`src/rtl/ula_pkg.sv`:
```
// Shared ULA definitions: divider FSM states, default width, counter width and
// the divide-by-zero quotient pattern.
package ula_pkg;

  localparam int N_PADRAO = 4;
  localparam int CNT_W    = $clog2(N_PADRAO) + 1;
  localparam logic [N_PADRAO-1:0] QUO_DIV_ZERO = '1;

  typedef enum logic [1:0] {
    OCIOSO  = 2'd0,
    CALCULA = 2'd1,
    FIM     = 2'd2
  } estado_t;

endpackage

```
`src/rtl/subtrator_tentativa.sv`:
```
// Trial subtractor for the restoring divider: x + ~y + 1, carry-out means no borrow.
module subtrator_tentativa #(
  parameter int W = 5
) (
  input  logic [W-1:0] minuendo,
  input  logic [W-1:0] subtraendo,
  output logic [W-1:0] diferenca,
  output logic         sem_emprestimo
);

  always_comb begin
    {sem_emprestimo, diferenca} = {1'b0, minuendo} + {1'b0, ~subtraendo} + {{W{1'b0}}, 1'b1};
  end

endmodule

```
`src/rtl/divisor_sequencial_4bits.sv`:
```
// Sequential restoring divider, one quotient bit per clock, start/done handshake.
// Optional two's-complement operation when DIVISOR_SINAL_EN is defined.
module divisor_sequencial_4bits
  import ula_pkg::*;
#(
  parameter int N = N_PADRAO
) (
  input  logic         clk,
  input  logic         rst,
  input  logic         inicio,
  input  logic [N-1:0] a,
  input  logic [N-1:0] b,
  output logic [N-1:0] quociente,
  output logic [N-1:0] resto,
  output logic         pronto,
  output logic         ocupado,
  output logic         div_zero,
  output logic         ov
);

  localparam int CW = $clog2(N) + 1;
  typedef logic [N-1:0] palavra_t;
  typedef logic [N:0]   larga_t;

  estado_t         estado_q, estado_d;
  palavra_t        dvd_q, dvd_d, dvs_q, dvs_d, quo_q, quo_d;
  palavra_t        quociente_q, quociente_d, resto_q, resto_d;
  larga_t          rem_q, rem_d, rem_sh, rem_nx, dif;
  logic [CW-1:0]   cnt_q, cnt_d;
  logic            pronto_q, pronto_d, ocupado_q, ocupado_d, div_zero_q, div_zero_d;
  logic            sem_emprestimo, carrega, finaliza;
  palavra_t        quo_nx, a_op, b_op, q_fim, r_fim;

  subtrator_tentativa #(.W(N + 1)) u_sub (
    .minuendo       (rem_sh),
    .subtraendo     ({1'b0, dvs_q}),
    .diferenca      (dif),
    .sem_emprestimo (sem_emprestimo)
  );

  // Partial remainder stays N+1 wide; the cast drops its top bit as the dividend MSB enters.
  always_comb begin
    rem_sh   = larga_t'({rem_q, dvd_q[N-1]});
    rem_nx   = sem_emprestimo ? dif : rem_sh;
    quo_nx   = {quo_q[N-2:0], sem_emprestimo};
    carrega  = (estado_q != CALCULA) && inicio;
    finaliza = (estado_q == CALCULA) && (cnt_q == CW'(N - 1));
  end

`ifdef DIVISOR_SINAL_EN
  logic sinal_a_q, sinal_a_d, sinal_b_q, sinal_b_d, ov_pend_q, ov_pend_d, ov_q, ov_d;

  always_comb begin
    a_op      = a[N-1] ? palavra_t'(-a) : a;
    b_op      = b[N-1] ? palavra_t'(-b) : b;
    q_fim     = (sinal_a_q ^ sinal_b_q) ? palavra_t'(-quo_nx) : quo_nx;
    r_fim     = sinal_a_q ? palavra_t'(-palavra_t'(rem_nx)) : palavra_t'(rem_nx);
    sinal_a_d = sinal_a_q;
    sinal_b_d = sinal_b_q;
    ov_pend_d = ov_pend_q;
    ov_d      = ov_q;
    if (carrega) begin
      sinal_a_d = a[N-1];
      sinal_b_d = b[N-1];
      ov_pend_d = (a == {1'b1, {(N-1){1'b0}}}) && (b == '1);
      ov_d      = 1'b0;
    end
    if (finaliza) ov_d = ov_pend_q;
  end

  always_ff @(posedge clk) begin
    if (rst) begin
      sinal_a_q <= 1'b0;
      sinal_b_q <= 1'b0;
      ov_pend_q <= 1'b0;
      ov_q      <= 1'b0;
    end else begin
      sinal_a_q <= sinal_a_d;
      sinal_b_q <= sinal_b_d;
      ov_pend_q <= ov_pend_d;
      ov_q      <= ov_d;
    end
  end

  assign ov = ov_q;
`else
  always_comb begin
    a_op  = a;
    b_op  = b;
    q_fim = quo_nx;
    r_fim = palavra_t'(rem_nx);
  end

  assign ov = 1'b0;
`endif

  always_comb begin
    estado_d    = estado_q;
    dvd_d       = dvd_q;
    dvs_d       = dvs_q;
    quo_d       = quo_q;
    rem_d       = rem_q;
    cnt_d       = cnt_q;
    quociente_d = quociente_q;
    resto_d     = resto_q;
    pronto_d    = 1'b0;
    ocupado_d   = ocupado_q;
    div_zero_d  = div_zero_q;
    unique case (estado_q)
      OCIOSO, FIM: begin
        estado_d = OCIOSO;
        if (carrega) begin
          dvd_d = a_op;
          dvs_d = b_op;
          quo_d = '0;
          rem_d = '0;
          cnt_d = '0;
          if (b == '0) begin
            estado_d    = FIM;
            quociente_d = '1;
            resto_d     = a;
            div_zero_d  = 1'b1;
            pronto_d    = 1'b1;
            ocupado_d   = 1'b0;
          end else begin
            estado_d   = CALCULA;
            div_zero_d = 1'b0;
            ocupado_d  = 1'b1;
          end
        end
      end
      CALCULA: begin
        rem_d = rem_nx;
        dvd_d = dvd_q << 1;
        quo_d = quo_nx;
        cnt_d = cnt_q + CW'(1);
        if (finaliza) begin
          estado_d    = FIM;
          quociente_d = q_fim;
          resto_d     = r_fim;
          pronto_d    = 1'b1;
          ocupado_d   = 1'b0;
        end
      end
      default: estado_d = OCIOSO;
    endcase
  end

  always_ff @(posedge clk) begin
    if (rst) begin
      estado_q    <= OCIOSO;
      dvd_q       <= '0;
      dvs_q       <= '0;
      quo_q       <= '0;
      rem_q       <= '0;
      cnt_q       <= '0;
      quociente_q <= '0;
      resto_q     <= '0;
      pronto_q    <= 1'b0;
      ocupado_q   <= 1'b0;
      div_zero_q  <= 1'b0;
    end else begin
      estado_q    <= estado_d;
      dvd_q       <= dvd_d;
      dvs_q       <= dvs_d;
      quo_q       <= quo_d;
      rem_q       <= rem_d;
      cnt_q       <= cnt_d;
      quociente_q <= quociente_d;
      resto_q     <= resto_d;
      pronto_q    <= pronto_d;
      ocupado_q   <= ocupado_d;
      div_zero_q  <= div_zero_d;
    end
  end

  assign quociente = quociente_q;
  assign resto     = resto_q;
  assign pronto    = pronto_q;
  assign ocupado   = ocupado_q;
  assign div_zero  = div_zero_q;

endmodule

```
`config.mk`:
```
export PLATFORM = sky130hd
export DESIGN_NAME = divisor_sequencial_4bits
export DESIGN_NICKNAME = d
export VERILOG_FILES = /design/src/rtl/ula_pkg.sv /design/src/rtl/subtrator_tentativa.sv /design/src/rtl/divisor_sequencial_4bits.sv
export SDC_FILE = /design/constraint.sdc
export NUM_CORES = 1
export LEC_CHECK = 0
export BUFFER_PORTS_ARGS = -buffer_cell sky130_fd_sc_hd__buf_4
export CAP_MARGIN = 5
export CORE_MARGIN = 5
export CORE_UTILIZATION = 50
export DETAILED_ROUTE_END_ITERATION = 10
export PLACE_DENSITY_LB_ADDON = 0.1
export SYNTH_ARGS = -nofsm -noshare
export SYNTH_HDL_FRONTEND = slang
export SYNTH_SLANG_ARGS = --single-unit
export TNS_END_PERCENT = 5
```
`constraint.sdc`:
```
create_clock -name clk -period 5.48 [get_ports clk]
set_clock_uncertainty 0.2 [all_clocks]
set_input_delay 0.548 -clock clk [delete_from_list [all_inputs] [get_ports clk]]
set_output_delay 0.548 -clock clk [all_outputs]
set_load 0.1 [all_outputs]
```
# Word level (Yosys, flattened, before mapping)
# Cells that the tools add are included.
[totals]
regBits = 31
latchBits = 0
output_inout_bits = 12
wordCells = 61
ram_bits = 0
n_memories = 0
romBits = 0
inputBits = 11
[classes]
div = 0
mux = 29
mul = 0
eq_ne = 7
add_sub_neg = 3
n_shift = 0
n_reduce_logical = 10
magnitude_cmp = 0
n_bitwise = 1
[ops]
columns = ["cell", "n"]
rows = [
  ["4-bit two-way mux", 9],
  ["4-bit one-hot mux with 2 select lines", 4],
  ["3-bit one-hot mux with 2 select lines", 2],
  ["5-bit by 5-bit adder with 6-bit output", 1],
  ["6-bit by 1-bit adder with 6-bit output, second input constant", 1],
  ["1-bit two-way mux", 6],
  ["2-bit two-way mux", 3],
  ["3-bit two-way mux", 2],
  ["2-bit != test, second input constant", 3],
  ["4-bit inverter with 5-bit output", 1],
  ["4-bit logical NOT", 1],
  ["1-bit one-hot mux with 2 select lines", 2],
  ["2-bit one-hot mux with 2 select lines", 1],
  ["2-bit AND reduction", 2],
  ["4-bit AND reduction", 1],
  ["3-bit by 1-bit adder with 3-bit output, second input constant", 1],
  ["3-bit by 2-bit equality test with 1-bit output, second input constant", 1],
  ["3-bit AND reduction", 1],
  ["2-bit by 1-bit equality test with 1-bit output, second input constant", 1],
  ["2-bit equality test, second input constant", 1],
  ["1-bit logical AND", 2],
  ["2-bit logical NOT", 1],
  ["2-bit by 1-bit != test with 1-bit output, second input constant", 1],
  ["2-bit nonzero test", 1],
  ["2-bit OR reduction", 1],
]

# Depth between registers and ports, before layout
[logic_depth]
depth_word = 6
mapped_depth = 7
mapped_depth_nobuf = 6

# Modules after synthesis
# A second synthesis with hierarchy kept.
[unflattened]
hier_cells = 175
area_unflattened_um2 = 1497.7
[modules_own_cells]
columns = ["module", "area_per_inst_um2", "instances", "cells_each"]
rows = [
  ["divisor_sequencial_4bits", 1302.5, 1, 149],
  ["subtrator_tentativa", 195.2, 1, 26],
]

# Worst setup path after synthesis
# No wires, ideal clock.
[synth_timing]
path_kind = "input -> register"
start = "input b[3]"
end = "register resto_q[3] (netlist: resto[3])"
t_required_ps = 5144
path_stages = 5
setup_ps = 136
arrival_time_ps = 1660
n_path_buf = 1
path_slack_ps = 3484
path_cell_list = "or4_4 buf_6 o21a_4 a32oi_2 o32ai_2"
[synth_via]
elab_chain_cells = 3
[synth_rtl]
columns = ["element", "line_no", "rtl"]
rows = [
  ["from (decl)", "divisor_sequencial_4bits.sv:12", "input logic [N-1:0] b,"],
  ["4-bit logical NOT", "divisor_sequencial_4bits.sv:118", "if (b == '0) begin"],
  ["2-bit != test (no line)", "n/a", ""],
  ["4-bit AND reduction (no line)", "n/a", ""],
  ["to (signal assigned)", "divisor_sequencial_4bits.sv:170", "resto_q <= resto_d;"],
  ["to (decl)", "divisor_sequencial_4bits.sv:27", "palavra_t quociente_q, quociente_d, resto_q, resto_d;"],
]
# Every way passes these cells.
# A chain may end at the register's enable or synchronous reset.

# Worst setup path in the final report
[layout_timing]
start = "register estado_q[0]"
end = "register resto_q[0] (netlist: resto[0])"
[layout_via]
elab_chain_cells = 4
elab_cells_between_ends = 13
[layout_rtl]
columns = ["element", "line_no", "rtl"]
rows = [
  ["from (decl)", "divisor_sequencial_4bits.sv:25", "estado_t estado_q, estado_d;"],
  ["from (signal assigned)", "divisor_sequencial_4bits.sv:163", "estado_q <= estado_d;"],
  ["2-bit equality test, or another cell as far along", "divisor_sequencial_4bits.sv:109", "unique case (estado_q)"],
  ["2-bit OR reduction, or another cell as far along", "divisor_sequencial_4bits.sv:109", ""],
  ["2-bit != test (no line) or 2-bit nonzero test (tied branches)", "n/a", ""],
  ["4-bit AND reduction (no line)", "n/a", ""],
]
# Several ways; a longest one is shown, not always the timed one.

==> summary.txt <==
Status -> finished, final reports clean
Largest net degree at the start of global routing -> 31
CTS tree -> yes
Post-Syn Nets -> 190
Synth unique cells -> 42
Pre-CTS setup slack -> 3170 ps
Crit Path Class -> reg2reg
Max_slew headroom -> 0.297
Drt total wl -> 3.39 mm
EDFF count, synth -> 0
Synth Warn # -> 0
Dpl cells -> 212
FP Rows -> 19
Worst IR Drop VDD -> 166 uV
Vias in the first global route -> 1265
Fraction of layout cells with a size suffix above 1 -> 0.202
Initial Util -> 0.535
R2R cell count -> 4
Worst setup margin -> 3190 ps
Antenna Nets Post-Route -> 0
Hold Path Class -> reg2reg
Met3 GRT Util -> 0.0622
DRT Pass-1 Iters -> 4
Final net count -> 206
Area Overhead vs Synth -> 12.8%
Hold_sp -> dvs_q[2]$_SDFFE_PP0P_
Diode count -> 0
Crit path from -> estado_q[0]$_SDFFE_PP0P_
Part of the cycle the worst path needs -> 0.418
Congestion Overflow GR -> 0
CP max FO -> 16
Root Buffer -> clkbuf_4
FF-to-FF End -> resto[0]$_SDFFE_PP0P_
Via density -> 6.01
Worst-skew pair later-pin latency -> 330 ps
Worst Hold Slack -> 267 ps
Reg-to-reg startpoint -> estado_q[0]$_SDFFE_PP0P_
FMAX -> 436 MHz
Part of the Yosys area used for sequential elements -> 0.414
DRC viols -> 0
Final setup vio count -> 0
Clock buffer depth -> 2
Die Wd -> 64.8 um
CTS Buf Count -> 5
Max Cap Viol -> 0
Yosys top cell area share -> 0.414
CORE AREA -> 2810 sq um
HPWL Detailed -> 2.47 mm
Gate count of the mapped netlist -> 172
Slew Limit Fails -> 0
Post-CTS setup buffers -> 0
Post-synth top area cell -> dfxtp_1
GRT Resource Usage Total -> 0.179
Power Density -> 291 nW/um^2
Fin crit period -> 2290 ps
Area of the mapped netlist -> 1500 sq um
Top Usage Layer GRT -> met2
Clock Pin Slew Worst Setup and Hold Paths -> 100 ps
Ys flop type -> dfxtp_1
Hold Fails Final Rpt -> 0
Top post-synthesis cells by area -> dfxtp_1 (41%), ha_1 (5.0%), nor2_1 (4.8%)
Req. time, crit path -> 5500 ps
Post_cts resized -> 0
IO Count -> 23
R2R Setup Slk -> 3190 ps
Final instance area -> 1690 sq um
Average wire per standard cell -> 15.5 um
Post-CTS Hold Fix Bufs -> 0
Die Ht -> 64.8 um
Leak -> 0.646 nW
Hold Path Cell Cnt -> 2
Layout Cells excl Fill -> 219
Initial DRC Count -> 103
Commonest non-fill, non-tap cell in the layout -> dfxtp_1
Num Clock Sinks -> 31
Avg Cell Area, Syn -> 8.72 sq um
Met2 Resource Use GR -> 0.272
# port buffers -> 21
Startpoint types -> register
Via Count -> 1316
Post-synthesis sequential element count -> 31
Asr flop ratio synth -> 0
Critical Path AT -> 2310 ps
CP endpoint kind -> register
DIE AREA -> 4200 sq um
CTS H-tree lvls -> 2
Initial antenna violation count -> 0
TNS Setup -> 0 ps
Critical Path End -> resto[0]$_SDFFE_PP0P_
Routability cong. -> 0.849
RSZ-0062 raised after global routing -> false
Post-DP Area -> 1640 sq um
First-pass GRT wire length -> 5.85 mm
Most frequent cells in the layout -> dfxtp_1 (31), buf_4 (21), nor2_1 (19)
GR Layer Usage met1 -> 0.241
Worst-Margin Slew -> 1050 ps
==> flip-flops by register name, indices dropped and copies added (netlist names), 2 cells and up <==
| register | flops |
|---|---|
| quo_q | 3 |
| cnt_q | 3 |
| estado_q | 2 |
| rem_q | 4 |
| dvs_q | 4 |
| dvd_q | 4 |
| quociente | 4 |
| resto | 4 |
==> how the worst min path moves through the flow <==
| stage | end | slack (ps) |
|---|---|---|
| 3_5_place_dp | dvs_q[2]$_SDFFE_PP0P_ | 250 |
| 2_1_floorplan | dvd_q[1]$_SDFFE_PP0P_ | 240 |
| 5_1_grt | dvs_q[2]$_SDFFE_PP0P_ | 270 |
| 3_3_place_gp | dvd_q[2]$_SDFFE_PP0P_ | 250 |
| 6_report | dvs_q[2]$_SDFFE_PP0P_ | 270 |
| 4_1_cts | dvs_q[1]$_SDFFE_PP0P_ | 270 |
==> area by class of cell <==
class / instances / area, sq um
Fill cell: 264 / 1110
Multi-Input combinational cell: 123 / 797
Sequential cell: 31 / 621
Timing Repair Buffer: 21 / 158
Clock buffer: 6 / 51.3
Tap cell: 31 / 38.8
Inverter: 6 / 22.5
Clock inverter: 1 / 5.00
==> cells in the mapped netlist, drive strengths merged, types with 3 or more instances <==
cell type,number
inv,6
nor3,13
nand3,4
nand4,4
buf,6
clkbuf,6
a22oi,5
a21oi,13
nand2,16
a311oi,3
o21ai,5
dfxtp,31
nand2b,3
ha,6
nor2b,3
nor2,20
==> routing by layer <==
metal | part of all wire | wire length (um)
met5 | 0 | 0
met4 | 0.014 | 47
met3 | 0.069 | 235
met2 | 0.44 | 1490
met1 | 0.48 | 1620
==> logic make-up (layout without fill, tap and decap cells) <==
logic type	after synthesis	count (layout)	share of synthesized area
compound gates	41	41	0.214
buf+inv	18	34	0.0550
mux	2	2	0.0133
fa+ha+maj	7	7	0.0634
other cells	1	1	0.00250
flops	31	31	0.414
xor+xnor	1	1	0.00584
simple gates	71	71	0.232
==> power by group <==
part / leakage (nW) / switching (W) / internal [W] / total (W)
clock network: 0.0341 / 0.0000776 / 0.0000594 / 0.000137
registers: 0.252 / 0.00000813 / 0.000236 / 0.000244
logic: 0.359 / 0.0000745 / 0.0000374 / 0.000112
==> worst max-delay path, cell delays in order, from the launching register on <==
cell,delay [ps]
dfxtp_1,380
nor2b_1,850
and2_0,450
o22a_1,220
a311oi_2,80
==> through the flow <==
step	total power (W)	utilization
4_1_cts	0.000494	0.603
5_1_grt	0.000522	0.603
3_5_place_dp	0.000360	0.583
3_3_place_gp	0.000357	0.583
6_report	0.000493	0.603
2_1_floorplan	0.000334	-
(Power assumes the default switching activity.)
